<file path="src/rtl/hazard_unit_pkg.sv">
// Shared CPU package for the hazard unit.
//   - hazard_state_t : FSM state encodings (RUN, LSTALL, MWAIT)
//   - LOAD_STALL_MIN/MAX : legal range of the load-use stall length
//   - REG_ZERO : architectural register zero, never a real dependency
//   - clamp_stall() : folds an out-of-range stall length into the legal range
package hazard_unit_pkg;

    typedef enum logic [1:0] {
        ST_RUN    = 2'd0,
        ST_LSTALL = 2'd1,
        ST_MWAIT  = 2'd2
    } hazard_state_t;

    localparam int LOAD_STALL_MIN = 1;
    localparam int LOAD_STALL_MAX = 3;

    localparam logic [4:0] REG_ZERO = 5'd0;

    function automatic int clamp_stall(input int len);
        if (len < LOAD_STALL_MIN) return LOAD_STALL_MIN;
        if (len > LOAD_STALL_MAX) return LOAD_STALL_MAX;
        return len;
    endfunction

endpackage

</file>
<file path="src/rtl/hazard_unit_sat_counter.sv">
// Saturating event counter with synchronous clear.
// Ports:
//   clk, rst_n : clock, asynchronous active-low reset (count -> 0)
//   clr        : synchronous clear, wins over inc
//   inc        : count one event at this edge
//   count      : current value, sticks at all-ones
module sat_counter #(
    parameter int W = 16
) (
    input  logic         clk,
    input  logic         rst_n,
    input  logic         clr,
    input  logic         inc,
    output logic [W-1:0] count
);

    always_ff @(posedge clk or negedge rst_n) begin
        if (!rst_n) begin
            count <= '0;
        end else if (clr) begin
            count <= '0;
        end else if (inc && (count != {W{1'b1}})) begin
            count <= count + 1'b1;
        end
    end

endmodule

</file>
<file path="src/rtl/hazard_unit.sv">
// Pipeline hazard unit: load-use stalls, taken-branch / jump flushes and
// data-memory wait freezes, plus a saturating count of stalled cycles.
// Ports:
//   clk, rst_n                 : clock, asynchronous active-low reset
//   idex_memread, idex_rt      : load in EX and its destination register
//   ifid_rs, ifid_rt           : sources of the instruction in ID
//   branch_taken, jump         : control-flow redirects (EX / ID)
//   dmem_req, dmem_ready       : data-memory access pending / completing
//   clr_stats                  : synchronous clear of stall_count
//   pc_write, ifid_write       : PC and IF/ID update enables
//   en_single                  : control-mux enable, 0 injects a bubble
//   ifid_flush                 : turn IF/ID into a NOP
//   pipe_hold                  : freeze ID/EX, EX/MEM, MEM/WB
//   stall_count                : saturating count of cycles with pc_write=0
//   state_dbg                  : current FSM state (hazard_state_t encoding)
//
// Handshake: none. All outputs are Mealy functions of the registered state and
// the inputs of the current cycle; they take effect at the next rising edge.
module hazard_unit
    import hazard_unit_pkg::*;
#(
    parameter int LOAD_STALL = 1,
    parameter int CNT_W      = 16
) (
    input  logic             clk,
    input  logic             rst_n,
    input  logic             idex_memread,
    input  logic [4:0]       idex_rt,
    input  logic [4:0]       ifid_rs,
    input  logic [4:0]       ifid_rt,
    input  logic             branch_taken,
    input  logic             jump,
    input  logic             dmem_req,
    input  logic             dmem_ready,
    input  logic             clr_stats,
    output logic             pc_write,
    output logic             ifid_write,
    output logic             en_single,
    output logic             ifid_flush,
    output logic             pipe_hold,
    output logic [CNT_W-1:0] stall_count,
    output logic [1:0]       state_dbg
);

    localparam int         STALL_LEN = clamp_stall(LOAD_STALL);
    // Cycles still owed once the first stall cycle has been spent in RUN.
    localparam logic [1:0] REM_INIT  = 2'(STALL_LEN - 1);

    hazard_state_t state, state_n;
    logic [1:0]    remaining, remaining_n;

    logic mwait;
    logic load_use;
    logic pc_write_c, ifid_write_c, en_single_c, ifid_flush_c, pipe_hold_c;

    assign mwait    = dmem_req & ~dmem_ready;
    assign load_use = idex_memread & (idex_rt != REG_ZERO) &
                      ((idex_rt == ifid_rs) | (idex_rt == ifid_rt));

    always_ff @(posedge clk or negedge rst_n) begin
        if (!rst_n) begin
            state     <= ST_RUN;
            remaining <= 2'd0;
        end else begin
            state     <= state_n;
            remaining <= remaining_n;
        end
    end

    always_comb begin
        pc_write_c   = 1'b1;
        ifid_write_c = 1'b1;
        en_single_c  = 1'b1;
        ifid_flush_c = 1'b0;
        pipe_hold_c  = 1'b0;
        state_n      = state;
        remaining_n  = remaining;

        case (state)
            // MWAIT with the access completing behaves exactly like RUN.
            ST_RUN, ST_MWAIT: begin
                if (mwait) begin
                    pipe_hold_c  = 1'b1;
                    pc_write_c   = 1'b0;
                    ifid_write_c = 1'b0;
                    state_n      = ST_MWAIT;
                end else if (branch_taken) begin
                    ifid_flush_c = 1'b1;
                    en_single_c  = 1'b0;
                    state_n      = ST_RUN;
                end else if (load_use) begin
                    pc_write_c   = 1'b0;
                    ifid_write_c = 1'b0;
                    en_single_c  = 1'b0;
                    if (STALL_LEN > 1) begin
                        state_n     = ST_LSTALL;
                        remaining_n = REM_INIT;
                    end else begin
                        state_n     = ST_RUN;
                    end
                end else if (jump) begin
                    ifid_flush_c = 1'b1;
                    state_n      = ST_RUN;
                end else begin
                    state_n      = ST_RUN;
                end
            end

            // Redirects are ignored here: the stalled load still owns ID.
            ST_LSTALL: begin
                pc_write_c   = 1'b0;
                ifid_write_c = 1'b0;
                en_single_c  = 1'b0;
                if (mwait) begin
                    pipe_hold_c = 1'b1;
                end else if (remaining == 2'd1) begin
                    remaining_n = 2'd0;
                    state_n     = ST_RUN;
                end else begin
                    remaining_n = remaining - 2'd1;
                end
            end

            default: begin
                state_n     = ST_RUN;
                remaining_n = 2'd0;
            end
        endcase
    end

    // Reset holds the whole front end still without flushing anything.
    assign pc_write   = rst_n & pc_write_c;
    assign ifid_write = rst_n & ifid_write_c;
    assign en_single  = rst_n & en_single_c;
    assign ifid_flush = rst_n & ifid_flush_c;
    assign pipe_hold  = rst_n & pipe_hold_c;
    assign state_dbg  = state;

    sat_counter #(
        .W(CNT_W)
    ) u_stall_cnt (
        .clk   (clk),
        .rst_n (rst_n),
        .clr   (clr_stats),
        .inc   (~pc_write),
        .count (stall_count)
    );

endmodule

</file>
<file path="config.mk">
export PLATFORM = sky130hd
export DESIGN_NAME = hazard_unit
export DESIGN_NICKNAME = d
export VERILOG_FILES = /design/src/rtl/hazard_unit_pkg.sv /design/src/rtl/hazard_unit_sat_counter.sv /design/src/rtl/hazard_unit.sv
export SDC_FILE = /design/constraint.sdc
export NUM_CORES = 1
export LEC_CHECK = 0
export CAP_MARGIN = 30
export CORE_ASPECT_RATIO = 1.25
export CORE_MARGIN = 4
export CORE_UTILIZATION = 43
export CTS_CLUSTER_SIZE = 24
export DETAILED_ROUTE_END_ITERATION = 8
export PLACE_DENSITY = 0.8
export RECOVER_POWER = 25
export SLEW_MARGIN = 5
export SYNTH_ARGS = -nofsm -noshare
export SYNTH_HDL_FRONTEND = slang
export SYNTH_HIERARCHICAL = 1
export SYNTH_SLANG_ARGS = --single-unit
</file>
<file path="constraint.sdc">
create_clock -name clk -period 3.55 [get_ports clk]
set_clock_uncertainty 0.15 [all_clocks]
set_input_delay 1.065 -clock clk [delete_from_list [all_inputs] [get_ports clk]]
set_output_delay 1.065 -clock clk [all_outputs]
set_load 0.05 [all_outputs]
</file>
* After elaboration in Yosys (flattened, before gate mapping) *
Cells that the tools add are included.

word-level totals
  logic and storage cells = 55
  input bits = 23
  bits in registers = 20
  output and inout port bits = 23
  memories kept = 0
  ROM bits = 0
  bits in writable memories = 0
  latch bits = 0

operators by class
  mux-type cells = 23
  reduce and logical (&&, ||, !) cells = 8
  divide/modulo/power cells = 0
  bitwise gates (word level) = 11
  equal/unequal tests = 8
  $add $sub $neg = 2
  shifts and indexed selects = 0
  multiply operators = 0
  magnitude comparators = 0

operators with widths
  kind                                                  number
  two-way mux 16 bit                                    2
  adder 16 x 1 -> 16 bit (second input constant)        1
  != test 16 bit (second input constant)                1
  two-way mux 1 bit                                     12
  equality test 5 bit                                   2
  two-way mux 2 bit                                     5
  case mux 2 bit (2 select lines)                       2
  bitwise AND 1 bit                                     7
  nonzero test 5 bit                                    1
  equality test 2 x 1 -> 1 bit (second input constant)  2
  != test 2 bit (second input constant)                 2
  case mux 1 bit (2 select lines)                       2
  AND reduction 2 bit                                   2
  inverter 1 bit                                        3
  OR reduction 3 bit                                    1
  equality test 2 bit (second input constant)           1
  zero test 2 bit                                       1
  nonzero test 2 bit                                    1
  OR reduction 2 bit                                    1
  subtractor 2 x 1 -> 2 bit (second input constant)     1
  logical AND 1 bit                                     1
  bitwise OR 1 bit                                      1

* Logic depth before layout (Yosys ltp) *
  depth after elaboration = 12
  mapped depth = 10
  gate-level depth less buffers = 9

* By module *
The synthesis kept the hierarchy.

modules (own cells, without submodules)
  module       instances  area an instance (um2)  seq. area each (um2)  cells each
  sat_counter  1          930.9                   400.4                 94
  hazard_unit  1          244.0                   25.0                  32

* Least setup slack after synthesis *
Ideal clock, no wire load.

  path type = input -> output
  from = input port idex_rt[1]
  to = output port pc_write
  buffers on the path = 1
  stages on the path = 5
  data required time = 2.335 ns
  arrival = 3.084 ns
  path slack = -0.749 ns
  cells stage by stage = or4_1 > o21a_1 > and2_4 > a21oi_1 > buf_4

between the ends
  cells in the longest elaborated chain, start to end = 8

RTL lines
  item                                                       RTL line                              source
  start, declared                                            hazard_unit.sv:28                     input logic [4:0] idex_rt,
  equality test 5 bit or nonzero test 5 bit (tied branches)  hazard_unit.sv:58, hazard_unit.sv:57
  bitwise OR 1 bit or bitwise AND 1 bit (tied branches)      hazard_unit.sv:58, hazard_unit.sv:57
  bitwise AND 1 bit (*)                                      hazard_unit.sv:57                     assign load_use = idex_memread & (idex_rt != REG_ZERO) &
  two-way mux 1 bit (*) (3 in a row)                         -
  case mux 1 bit (2 select lines) (*)                        -
  bitwise AND 1 bit (*)                                      -
  end, declared                                              hazard_unit.sv:36                     output logic pc_write,

Every way passes the cells marked *; elsewhere a longest branch is shown, timed or not.

* Worst setup path in the final report *
  from = input port idex_rt[4]
  to = output port ifid_flush

between the ends
  cells in the longest elaborated chain, start to end = 8

RTL lines
  item                                                       RTL line                              source
  equality test 5 bit or nonzero test 5 bit (tied branches)  hazard_unit.sv:58, hazard_unit.sv:57
  bitwise OR 1 bit or bitwise AND 1 bit (tied branches)      hazard_unit.sv:58, hazard_unit.sv:57
  bitwise AND 1 bit (*)                                      hazard_unit.sv:57
  two-way mux 1 bit (*)                                      hazard_unit.sv:91                     end else if (load_use) begin
  two-way mux 1 bit (*)                                      hazard_unit.sv:87                     end else if (branch_taken) begin
  two-way mux 1 bit (*)                                      hazard_unit.sv:82                     if (mwait) begin
  two-way mux 1 bit (*)                                      hazard_unit.sv:79                     case (state)
  bitwise AND 1 bit (*)                                      hazard_unit.sv:135                    assign ifid_flush = rst_n & ifid_flush_c;
  end, declared                                              hazard_unit.sv:39                     output logic ifid_flush,

Marked as above.

==> results <==
==> flip-flops by register name, indices dropped and copies added, names as in the netlist <==
register / flops
state_dbg: 1
u_stall_cnt/count: 16
==> final timing paths <==
path                       depth (start not counted)  slack [ns]                    end
setup / recovery                                   6       -0.14             ifid_flush
hold / removal                                     1        0.42   u_stall_cnt/count[7]
setup reg to reg                                   5        1.51   u_stall_cnt/count[0]
hold reg to reg                                    1        0.42   u_stall_cnt/count[7]
max in group asynchronous                          2        1.41  u_stall_cnt/count[14]
min in group asynchronous                          2        1.09  u_stall_cnt/count[11]
==> cell families (layout without fill, tap and decap cells) <==
group,count (synthesis),count (layout),synth area share
AND/OR/NAND/NOR,56,56,0.316
flip-flops,17,17,0.362
other,1,1,0.00319
AO/OA/AOI/OAI,29,29,0.155
adder cells (fa/ha/maj),1,1,0.0106
multiplexers,3,3,0.0309
buffers and inverters,7,62,0.0319
XOR/XNOR,12,12,0.0895
==> power breakdown <==
group	internal (mW)	total, mW	leakage (nW)	switching, mW
Clock	0.0437	0.104	0.0150	0.0606
Combinational	0.0655	0.137	0.491	0.0711
Sequential	0.197	0.201	0.235	0.00410
Total	0.306	0.442	0.741	0.136
==> per-layer routing <==
layer | routed length (um) | share of wire | vias up | global-route usage
li1 | - | - | 572 | -
met1 | 1430 | 0.41 | 555 | 0.215
met2 | 1830 | 0.52 | 53 | 0.383
met3 | 217 | 0.062 | 4 | 0.0474
met4 | 34 | 0.0097 | 0 | 0.0779
met5 | 0 | 0 | - | 0
==> cell type report <==
type / count / area (sq um) / area share
multi-input combinational: 102 / 744 / 0.412
tap: 33 / 41.3 / 0.0228
clock buffer: 4 / 26.3 / 0.0145
sequential: 17 / 425 / 0.235
inverter: 2 / 7.51 / 0.00415
timing repair buffer: 56 / 563 / 0.311
==> Yosys cell counts, drive strengths merged (2+ instances only) <==
cell | number | area, sq um
a211oi | 3 | 27.5
a21oi | 11 | 55.1
and2 | 4 | 27.5
and3 | 2 | 12.5
and4 | 2 | 18.8
buf | 4 | 26.3
dfrtp | 17 | 425
inv | 2 | 7.51
mux2 | 2 | 26.3
nand2 | 8 | 30.0
nand2b | 3 | 18.8
nand3 | 5 | 25.0
nand4 | 5 | 61.3
nand4b | 2 | 17.5
nor2 | 6 | 22.5
nor2b | 4 | 27.5
nor3 | 4 | 20.0
o21a | 2 | 15.0
o21ai | 5 | 25.0
o31ai | 3 | 22.5
or3 | 6 | 37.5
or4 | 3 | 22.5
xnor2 | 11 | 96.3
==> worst reg2reg max path, stage by stage, from the launching register on <==
cell and delay [ns]:
dfrtp_1 0.43, ha_1 0.24, nand4_1 0.23, nor4_4 0.46, nor2b_2 0.12, mux2_4 0.31
==> timing repair <==
| action | in CTS | in global routing |
|---|---|---|
| pin swaps | 15 | 3 |
| setup endpoints to repair | 4 | 4 |
| setup buffers | 1 | 1 |
| gates resized for setup | 28 | 0 |
==> impl_metrics.csv <==
group,metric,value,unit
status,status,"finished, violations left",
status,violations,"negative setup slack",
clock_tree,cts_root_buffer,"clkbuf_4",
worst_setup_path,worstPathArrival,2.48,ns
sta,min_period,3.69,ns
placed_design,dp.cells,208,
drt,routedWlPerCell,16.4,um
min_path,hp-start,"u_stall_cnt/count[7]",
clock_tree,cts.sinks,17,
sta,hold_viol_final,0,
yosys,syn_inst,126,
cells_and_area,final_area,1810,sq um
cells_and_area,finalNonFillerCells,214,
clock_tree,postCtsHoldBufs,0,
placed_design,place_ws,-0.516,ns
worst_setup_path,worstSetupStartpointType,"primary input",
drt,firstDrtPassIters,4,
global_routing,overflow,0,
cells_and_area,area_growth,53.9,%
yosys,synth_area_per_cell,9.32,sq um
clock_tree,clockBufferDepth,2,
power_and_ir_drop,leakagePower,0.741,nW
drt,drt_wl_total,3.51,mm
worst_setup_path,cp_slowest_cell,"or4_4",
global_routing,grt_max_degree,20,
power_and_ir_drop,p_total,0.442,mW
drt,ant_nets,0,
run,maxCapViolCount,0,
worst_setup_path,crit_chain,"buf_6 > or4_4 > o21a_1 > and2_4 > a211oi_4 > buf_12",
clock_tree,cts_max_level,1,
clock_tree,clkTransAtPathRegs,0.10,ns
drt,via_per_inst,5.53,
global_routing,grt_pass1_vias,1227,
clock_tree,clk_latency,0.29,ns
cells_and_area,nNetsFinal,206,
yosys,syn_nets,150,
drt,vias,1184,
placed_design,dpl_cell_area,1770,sq um
worst_setup_path,crit_start,"idex_rt[4]",
worst_setup_path,critPathMaxFanout,3,
global_routing,grt_use_total,0.208,
yosys,async_reset_ff_frac,1.00,
placed_design,place.gp.congestion,0.809,
global_routing,antenna_found_initial,0,
worst_setup_path,crit_path_end_kind,"primary output",
worst_setup_path,path_class,"in -> out",
yosys,ys_seq_elements,17,
drt,drc,0,
worst_setup_path,critPathMaxStageDelay,0.53,ns
floorplan,ios,46,
cells_and_area,layout_common_cells,"clkdlybuf4s50_1 (25), dfrtp_1 (17), xnor2_1 (11), buf_4 (11)",
cells_and_area,n_antenna_cell,0,
sta,slew_headroom,0.479,
drt,drtIter0Drc,24,
yosys,synth.distinct_cells,42,
yosys,syn-cell-area,1170,sq um
sta,setup_viol,4,
floorplan,die_w,54.8,um
power_and_ir_drop,cellPowerDensity,245,nW/um^2
sta,holdWs,0.416,ns
min_path,hold_path_class,"reg -> reg",
cells_and_area,mostFrequentLayoutCell,"clkdlybuf4s50_1",
cells_and_area,fill_cells,213,
placed_design,numPortBuffers,44,
floorplan,initial_core_util,0.465,
clock_tree,cts_tree,"built",
sta,fmax,0.271,GHz
yosys,ys_warn_count,6,
floorplan,die_h,66.4,um
worst_setup_path,crit_buf_inv,2,
yosys,synth_edf_count,0,
worst_setup_path,path_delay_family,"simple AND/OR/NAND/NOR gates",
sta,rsz0062_at_grt,"true",
sta,maxSlewViolCount,0,
sta,fin_setup_tns,-0.467,ns
floorplan,num_rows,20,
clock_tree,numCtsBuffers,3,
worst_setup_path,reg2reg_from,"u_stall_cnt/count[0]",
yosys,ys.flop_type,"dfrtp_1",
floorplan,core-area,2530,sq um
placed_design,hpwl,2.71,mm
power_and_ir_drop,worst_ir_drop_vdd,0.233,mV
worst_setup_path,cp_data_required_time,2.33,ns
floorplan,dieArea,3640,sq um
yosys,yosysSeqAreaShare,0.362,
cells_and_area,drive_above_1_share,0.199,
cells_and_area,utilization,0.715,
sta,timing.final.ws_setup,-0.144,ns
sta,fin_crit_sh,1.04,
sta,tightest_slew,0.782,ns
global_routing,grt_pass1_wl,5.52,mm
(Power assumes the default switching activity.)
